[src/rtl/mdu_issue_ctrl.sv]
// ============================================================================
// Module      : mdu_issue_ctrl
// Description : Issues one HI/LO-class op per instruction to the multiply/divide
//               unit, tracks its busy window and stalls D until it is free.
//               Optional: MDU_DIV0_SKIP_EN drops divides by zero at accept.
// Revision    : 1.0 - initial release
// ============================================================================
`default_nettype none

module mdu_issue_ctrl #(
    parameter int MUL_CYCLES = 5,
    parameter int DIV_CYCLES = 10
) (
    input  logic        clk,
    input  logic        reset,
    input  logic        e_valid,
    input  logic [3:0]  e_mdu_op,
    input  logic [31:0] e_rs,
    input  logic [31:0] e_rt,
    input  logic        d_uses_mdu,
    input  logic        mdu_busy,
    output logic [3:0]  mdu_op,
    output logic [31:0] mdu_r1,
    output logic [31:0] mdu_r2,
    output logic        stall_d,
    output logic [1:0]  state,
    output logic        err_overlap
);

    localparam int c_CNT_MAX = (MUL_CYCLES > DIV_CYCLES) ? MUL_CYCLES : DIV_CYCLES;
    localparam int c_CNT_W   = $clog2(c_CNT_MAX + 1);

    typedef enum logic [1:0] {
        S_IDLE  = 2'd0,
        S_ISSUE = 2'd1,
        S_WAIT  = 2'd2
    } state_t;

    state_t               r_state;
    logic [3:0]           r_mdu_op;
    logic [31:0]          r_mdu_r1;
    logic [31:0]          r_mdu_r2;
    logic [c_CNT_W-1:0]   r_cnt;
    logic                 r_err;

    logic                 w_issued;
    logic                 w_skip;
    logic                 w_accept;
    logic [c_CNT_W-1:0]   w_cnt_dec;

    // mfhi/mflo read HI/LO directly and are never sent to the MDU
    always_comb begin
        w_issued = 1'b0;
        case (e_mdu_op)
            4'd1, 4'd2, 4'd3, 4'd4, 4'd7, 4'd8: w_issued = 1'b1;
            default:                            w_issued = 1'b0;
        endcase
    end

`ifdef MDU_DIV0_SKIP_EN
    assign w_skip = ((e_mdu_op == 4'd3) || (e_mdu_op == 4'd4)) && (e_rt == 32'd0);
`else
    assign w_skip = 1'b0;
`endif

    assign w_accept  = (r_state == S_IDLE) && e_valid && w_issued && !w_skip;
    assign w_cnt_dec = (r_cnt == '0) ? '0 : r_cnt - 1'b1;

    // The count loaded at issue equals the number of WAIT cycles, so the
    // exit decision looks at the value the counter reaches on this edge.
    always_ff @(posedge clk) begin
        if (reset) begin
            r_state  <= S_IDLE;
            r_mdu_op <= 4'd0;
            r_mdu_r1 <= 32'd0;
            r_mdu_r2 <= 32'd0;
            r_cnt    <= '0;
            r_err    <= 1'b0;
        end else begin
            if ((e_valid && w_issued && (r_state != S_IDLE)) ||
                (mdu_busy && (r_state == S_IDLE))) begin
                r_err <= 1'b1;
            end
            case (r_state)
                S_IDLE: begin
                    if (w_accept) begin
                        r_mdu_op <= e_mdu_op;
                        r_mdu_r1 <= e_rs;
                        r_mdu_r2 <= e_rt;
                        r_state  <= S_ISSUE;
                    end
                end
                S_ISSUE: begin
                    r_mdu_op <= 4'd0;
                    case (r_mdu_op)
                        4'd1, 4'd2: begin
                            r_cnt   <= c_CNT_W'(MUL_CYCLES);
                            r_state <= S_WAIT;
                        end
                        4'd3, 4'd4: begin
                            r_cnt   <= c_CNT_W'(DIV_CYCLES);
                            r_state <= S_WAIT;
                        end
                        default: r_state <= S_IDLE;
                    endcase
                end
                S_WAIT: begin
                    r_cnt <= w_cnt_dec;
                    if ((w_cnt_dec == '0) && !mdu_busy) begin
                        r_state <= S_IDLE;
                    end
                end
                default: begin
                    r_mdu_op <= 4'd0;
                    r_state  <= S_IDLE;
                end
            endcase
        end
    end

    assign stall_d     = d_uses_mdu && ((r_state != S_IDLE) || w_accept);
    assign mdu_op      = r_mdu_op;
    assign mdu_r1      = r_mdu_r1;
    assign mdu_r2      = r_mdu_r2;
    assign state       = r_state;
    assign err_overlap = r_err;

endmodule

`default_nettype wire

[config.mk]
export PLATFORM = sky130hd
export DESIGN_NAME = mdu_issue_ctrl
export DESIGN_NICKNAME = d
export VERILOG_FILES = /design/src/rtl/mdu_issue_ctrl.sv
export SDC_FILE = /design/constraint.sdc
export NUM_CORES = 1
export LEC_CHECK = 0
export CAP_MARGIN = 20
export CELL_PAD_IN_SITES_DETAIL_PLACEMENT = 1
export CELL_PAD_IN_SITES_GLOBAL_PLACEMENT = 1
export CORE_AREA = 4 4 113 115
export CTS_CLUSTER_SIZE = 30
export DETAILED_ROUTE_END_ITERATION = 16
export DIE_AREA = 0 0 117 119
export PLACE_DENSITY_LB_ADDON = 0.1
export SYNTH_ARGS = -nofsm -noshare
export SYNTH_HDL_FRONTEND = slang
export SYNTH_SLANG_ARGS = --single-unit
[constraint.sdc]
create_clock -name clk -period 1.7 [get_ports clk]
set_input_delay 0.255 -clock clk [delete_from_list [all_inputs] [get_ports clk]]
set_output_delay 0.255 -clock clk [all_outputs]
set_load 0.1 [all_outputs]
==> Word-level counts from Yosys, hierarchy flattened <==
Cells that the tools add are included.
{ "word_totals": {"reg_bits": 75, "latch_bits": 0, "ram_bits": 0, "rom_bits": 0, "inputBits": 73, "output_inout_bits": 72, "word_cells": 56, "mem_count": 0} }
{ "classes": {"add_sub_neg": 1, "mul": 0, "div_mod_pow": 0, "n_lt_le_gt_ge": 0, "n_eq_ne": 15, "shifts": 0, "n_mux": 10, "n_bitwise": 1, "reduce_logical": 23} }
{ "op_table": {"columns": ["op", "count"], "rows": [
  ["one-hot mux 4 bit (2 select lines)", 3],
  ["equality test 4 x 2 -> 1 bit, second input constant", 4],
  ["equality test 4 x 3 -> 1 bit, second input constant", 3],
  ["equality test 4 x 1 -> 1 bit, second input constant", 2],
  ["logical NOT 4 bit", 2],
  ["2-to-1 mux 4 bit", 2],
  ["AND reduction 2 bit", 4],
  ["logical AND 1 bit", 7],
  ["2-to-1 mux 2 bit", 3],
  ["one-hot mux 2 bit (3 select lines)", 1],
  ["OR reduction 6 bit", 1],
  ["equality test 4 bit, second input constant", 1],
  ["inequality test 2 bit, second input constant", 2],
  ["nonzero test 2 bit", 2],
  ["OR reduction 2 bit", 2],
  ["OR reduction 4 bit", 1],
  ["subtractor 4 x 1 -> 4 bit, second input constant", 1],
  ["inequality test 3 bit, second input constant", 1],
  ["equality test 2 x 1 -> 1 bit, second input constant", 1],
  ["equality test 2 bit, second input constant", 1],
  ["logical NOT 2 bit", 1],
  ["logical OR 1 bit", 2],
  ["logical NOT 1 bit", 1],
  ["2-to-1 mux 1 bit", 1],
  ["inverter 1 bit", 1]
]} }

==> Depth between registers and ports, before layout <==
{ "logic_depth": {"ltp_word": 6, "mapped_depth": 6, "ltp_nobuf": 4} }

==> Least setup slack after synthesis <==
Ideal clock, no wire load.
{ "synth_path": {"kind": "register -> output", "from": "register r_state[1] (netlist: state[1])", "to": "output stall_d", "t_arrival_ps": 2726, "required_ps": 1445, "setup_slack_ps": -1281, "path_stages_with_launch": 3, "path_buffers": 0, "cell_sequence": "dfxtp_1 nor2_1 a21boi_1"} }
{ "synth_between": {"elab_chain_len": 5, "elab_cells_between_ends": 6, "classes_between": "reduce/logical: 6"} }
{ "synth_lines": {"columns": ["item", "line_no", "text"], "rows": [
  ["start: declaration", "39", "state_t r_state;"],
  ["start signal: assignment", "73", "r_state <= S_IDLE;"],
  ["start signal: assignment", "90", "r_state <= S_ISSUE;"],
  ["start signal: assignment", "98", "r_state <= S_WAIT;"],
  ["logical NOT 2 bit", "66", "assign w_accept = (r_state == S_IDLE) && e_valid && w_issued && !w_skip;"],
  ["logical AND 1 bit (2 in series)", "66", null],
  ["logical OR 1 bit *", "121", "assign stall_d = d_uses_mdu && ((r_state != S_IDLE) || w_accept);"],
  ["logical AND 1 bit *", "121", null],
  ["end: declaration", "25", "output logic stall_d,"]
]} }
Mark *: on every way between the ends. The rest lies on a longest branch, timed or not.

==> Final worst setup path <==
{ "layout_path": {"from": "input e_mdu_op[1]", "to": "output stall_d"} }
{ "layout_between": {"elab_chain_len": 6, "elab_cells_between_ends": 11, "classes_between": "eq/ne: 6; mux: 1; reduce/logical: 4"} }
{ "layout_lines": {"columns": ["item", "line_no", "text"], "rows": [
  ["start: declaration", "17", "input logic [3:0] e_mdu_op,"],
  ["equality test 4 x 1 -> 1 bit, or another cell as far along", "54", "case (e_mdu_op)"],
  ["OR reduction 6 bit *", "54", null],
  ["2-to-1 mux 1 bit *", "54", null],
  ["logical AND 1 bit *", "66", null],
  ["logical OR 1 bit *", "121", null],
  ["logical AND 1 bit *", "121", null]
]} }
Marked as above.

==> run summary <==
The root buffer cell chosen for the clock tree is sky130_fd_sc_hd__clkbuf_16. In this run the worst setup path begins at e_mdu_op[1]. Setup repair after global routing left no endpoint under its margin. The mean instance size in the synthesized netlist is 10.1 µm².

The worst hold path begins at reset. The clock tree from TritonCTS is yes. The via count is 2876. The maximum level of the CTS H-tree is 3.

The layout-stage area growth over the synthesis result is 75.9%. The signal on the critical path passes through buf_2 -> or3b_4 -> a31oi_4 -> o21ai_2 -> a21boi_4 -> buf_12. The total clock sinks is 75. The initial core utilization is 29.6%. In the final design database the tool counted 572 nets. The min-delay analysis places its worst path in the category in2reg.

The count of endpoints failing setup in the final report is 0. Synthesis produced a netlist with a net count of 420. The die covers 0.0139 mm². Of the available clock period, the critical path in the final layout requires 95.9%. Of the cells placed in the final design, the portion with a size suffix greater than 1 is 24.1%. STA classifies the critical path startpoint as an input port. The final weighted congestion of routability-driven global placement is 0.684. The top achievable clock speed came out at 613 MHz. The wire-length estimate of the detail-placed layout is 6990 µm. The detailed-router iteration count before antenna repair came out at 4. The category of the critical setup timing path is in2out.

At the pin with the least slew margin, the transition time is 435 ps. The total CTS buffers is 9. The count of cells along the worst register-to-register path is 4. The later pin in the worst-skew pair is clocked with a latency of 330 ps. STA classifies the critical path endpoint as a primary output.

The max-capacitance violation count came out at 0. The global-route congestion overflow total came out at 0. The height of the die came out at 119 µm.

The final routed DRC violation total came out at 0. The clock arrives with 4.98 ps of skew. Entering global routing, the biggest net connects 109 pins. The time the final worst path needs with I/O delays and setup came out at 1630 ps. The routed length per placed instance came out at 14.7 µm. The final standard cell count with taps included and fillers excluded is 650. The count of buffers inserted at the top-level ports is 144. The worst supply voltage drop on vdd is 0.368 mV. The kind of cell adding the most delay to the critical path is compound AO/OA/AOI/OAI gates. The worst path buffer plus inverter count is 2. For the worst setup path, the data arrival time is 1380 ps. The number of fillers in the final layout is 1259.

The total placed cells including tap cells came out at 632. The flow ran to the end, and the final reports show no timing, DRC or antenna violations. The highest net fanout along the worst path is 2. The maximum clock path buffer count came out at 2.

The repair_antennas step left the layout with diodes totalling 0. The stage delay of the slowest cell on the critical path is 400 ps. The register bit count reported by yosys came out at 75.

The gate count after technology mapping came out at 347. Global routing consumed, over all layers together, 14.1% of the routing resources. The first-pass GRT wire length came out at 15400 µm.

The overall routed net length came out at 9580 µm. The static leakage came out at 2.31 nW. The worst pin sits at a relative slew slack of 70.8%. The standard-cell row count is 40. The number of global-route vias before repair came to 3062.

The startpoint identified for the worst register-to-register timing path is mdu_op[0]$_SDFFE_PP0P_. The slowest cell on the critical path is sky130_fd_sc_hd__or3b_4. The total of warnings raised by yosys came out at 0. The data required time of the critical path is 1440 ps. The remaining number of nets flagged by the antenna check after routing is 0. The hold-critical path endpoint is state[1]$_SDFFE_PP0P_. The max-slew violation total from the final report came out at 0. The mean number of vias per cell came out at 4.42. The first routing iteration left 100 violations. The die is 117 µm wide. After clock tree synthesis, the clock-pin slew on the worst setup and hold paths is 60 ps. The I/O pin count came out at 145.

The worst reg2reg path endpoint is r_cnt[2]$_SDFFE_PP0P_. After synthesis the cells add up to 0.00350 mm². The sequential element share of the synthesized area came out at 42.9%.

The worst hold path passes through 2 cells. The core box area came out at 0.0118 mm². The reg-to-reg setup timing slack is 110 ps. The share of the core filled with cells in the final layout came out at 52.1%. The number of different library cells used by synthesis comes to 33. The number of hold-slack violations in the final timing report is 0. The number of antenna violations at the first check in global routing came out at 0.

The power per cell area came out at 843 mW/mm².
[per-stage QoR]
stage	setup TNS [ps]	power, mW	worst slack (ps)	hold WS [ps]	instance area [µm²]
2_1_floorplan	-58.9	2.86	-58.9	383	3540
5_1_grt	0	5.41	19.3	199	6150
6_report	0	5.19	69.8	191	6150
3_5_place_dp	-24330	3.50	-409	502	5880
3_3_place_gp	-22280	3.48	-359	495	5880
4_1_cts	0	5.28	43.5	178	6150
[routing by layer]
metal  up-vias  track usage [%]  wire length (µm)
li1       1450                -                 -
met1      1336             15.9              3960
met2        81             22.7              4590
met3         9             7.11               900
met4         0             4.73               132
met5         -                0                 0
[final cells by class]
type	count	area [µm²]	share of cell area, %
Tap cell	147	184	2.99
Timing Repair Buffer	163	2350	38.1
Clock buffer	12	246	4.01
Sequential cell	75	1520	24.7
Multi-Input combinational cell	249	1840	29.9
Clock inverter	3	15.0	0.244
Inverter	1	3.75	0.0610
[how the worst max path moves through the flow]
| stage | end | slack [ps] | cells after the start |
|---|---|---|---|
| floorplan | stall_d | -60 | 4 |
| global placement | mdu_r2[1]$_SDFFE_PP0P_ | -360 | 6 |
| detailed placement | mdu_r2[0]$_SDFFE_PP0P_ | -410 | 6 |
| CTS | stall_d | 40 | 6 |
| global route | stall_d | 20 | 7 |
| finish | stall_d | 70 | 6 |
[placed cells by master, fill, tap and decap left out, types with 3 or more instances in the layout]
| master | n |
|---|---|
| sky130_fd_sc_hd__dfxtp_4 | 4 |
| sky130_fd_sc_hd__buf_4 | 14 |
| sky130_fd_sc_hd__nor2b_1 | 3 |
| sky130_fd_sc_hd__nand2b_1 | 129 |
| sky130_fd_sc_hd__clkdlybuf4s50_1 | 67 |
| sky130_fd_sc_hd__mux2i_1 | 67 |
| sky130_fd_sc_hd__buf_2 | 4 |
| sky130_fd_sc_hd__clkbuf_16 | 9 |
| sky130_fd_sc_hd__nand2_1 | 9 |
| sky130_fd_sc_hd__buf_12 | 77 |
| sky130_fd_sc_hd__dfxtp_1 | 69 |
| sky130_fd_sc_hd__a21oi_1 | 7 |
| sky130_fd_sc_hd__nor2_1 | 6 |
| sky130_fd_sc_hd__clkinv_2 | 3 |
[what timing repair did]
item / CTS / global route
endpoints found under the setup margin: 29 / 2
buffers inserted: 3 / 0
gates resized for setup: 13 / 1
hold buffers: 0 / 0
pin swaps: 4 / 1
[power by group]
part / total (mW) / switching, mW / internal (mW)
registers: 1.94 / 0.0960 / 1.84
logic: 1.51 / 0.859 / 0.656
clock network: 1.73 / 0.720 / 1.01
[cell usage after synthesis]
master                      number  share of area [%]
sky130_fd_sc_hd__a2111oi_0       1               0.25
sky130_fd_sc_hd__a211o_1         1               0.25
sky130_fd_sc_hd__a21boi_1        1               0.21
sky130_fd_sc_hd__a21o_1          1               0.21
sky130_fd_sc_hd__a21oi_1         7                1.0
sky130_fd_sc_hd__a221oi_1        1               0.25
sky130_fd_sc_hd__a31o_1          1               0.25
sky130_fd_sc_hd__a31oi_1         1               0.18
sky130_fd_sc_hd__a31oi_2         1               0.36
sky130_fd_sc_hd__and3_1          1               0.18
sky130_fd_sc_hd__buf_12          6                3.4
sky130_fd_sc_hd__buf_4           1               0.21
sky130_fd_sc_hd__clkbuf_1       15                1.6
sky130_fd_sc_hd__dfxtp_1        75                 43
sky130_fd_sc_hd__inv_1           1               0.11
sky130_fd_sc_hd__mux2i_1        67                 19
sky130_fd_sc_hd__nand2_1         9               0.97
sky130_fd_sc_hd__nand2b_1      129                 23
sky130_fd_sc_hd__nand3_1         1               0.14
sky130_fd_sc_hd__nand3b_1        1               0.21
sky130_fd_sc_hd__nand4b_1        1               0.25
sky130_fd_sc_hd__nor2_1          6               0.64
sky130_fd_sc_hd__nor2b_1         3               0.54
sky130_fd_sc_hd__nor3_1          2               0.29
sky130_fd_sc_hd__nor4b_2         1               0.43
sky130_fd_sc_hd__o211a_4         1               0.50
sky130_fd_sc_hd__o211ai_1        1               0.21
sky130_fd_sc_hd__o21ai_0         2               0.29
sky130_fd_sc_hd__o21ai_1         2               0.29
sky130_fd_sc_hd__o21bai_1        2               0.43
sky130_fd_sc_hd__or3_1           1               0.18
sky130_fd_sc_hd__or3b_1          3               0.75
sky130_fd_sc_hd__or4_1           1               0.21
[state kept, by name, summed over array words and instances (netlist names)]
register,flops
mdu_r1,32
mdu_r2,32
mdu_op,4
r_cnt,4
state,2
err_overlap,1
[cell families after synthesis]
family | after synthesis | synth area share [%]
AOI/OAI and AO/OA | 23 | 4.69
buffers and inverters | 23 | 5.36
DFF | 75 | 42.9
muxes | 67 | 19.2
and+or+nand+nor | 159 | 27.9
Power figures use the tool's default switching activity.
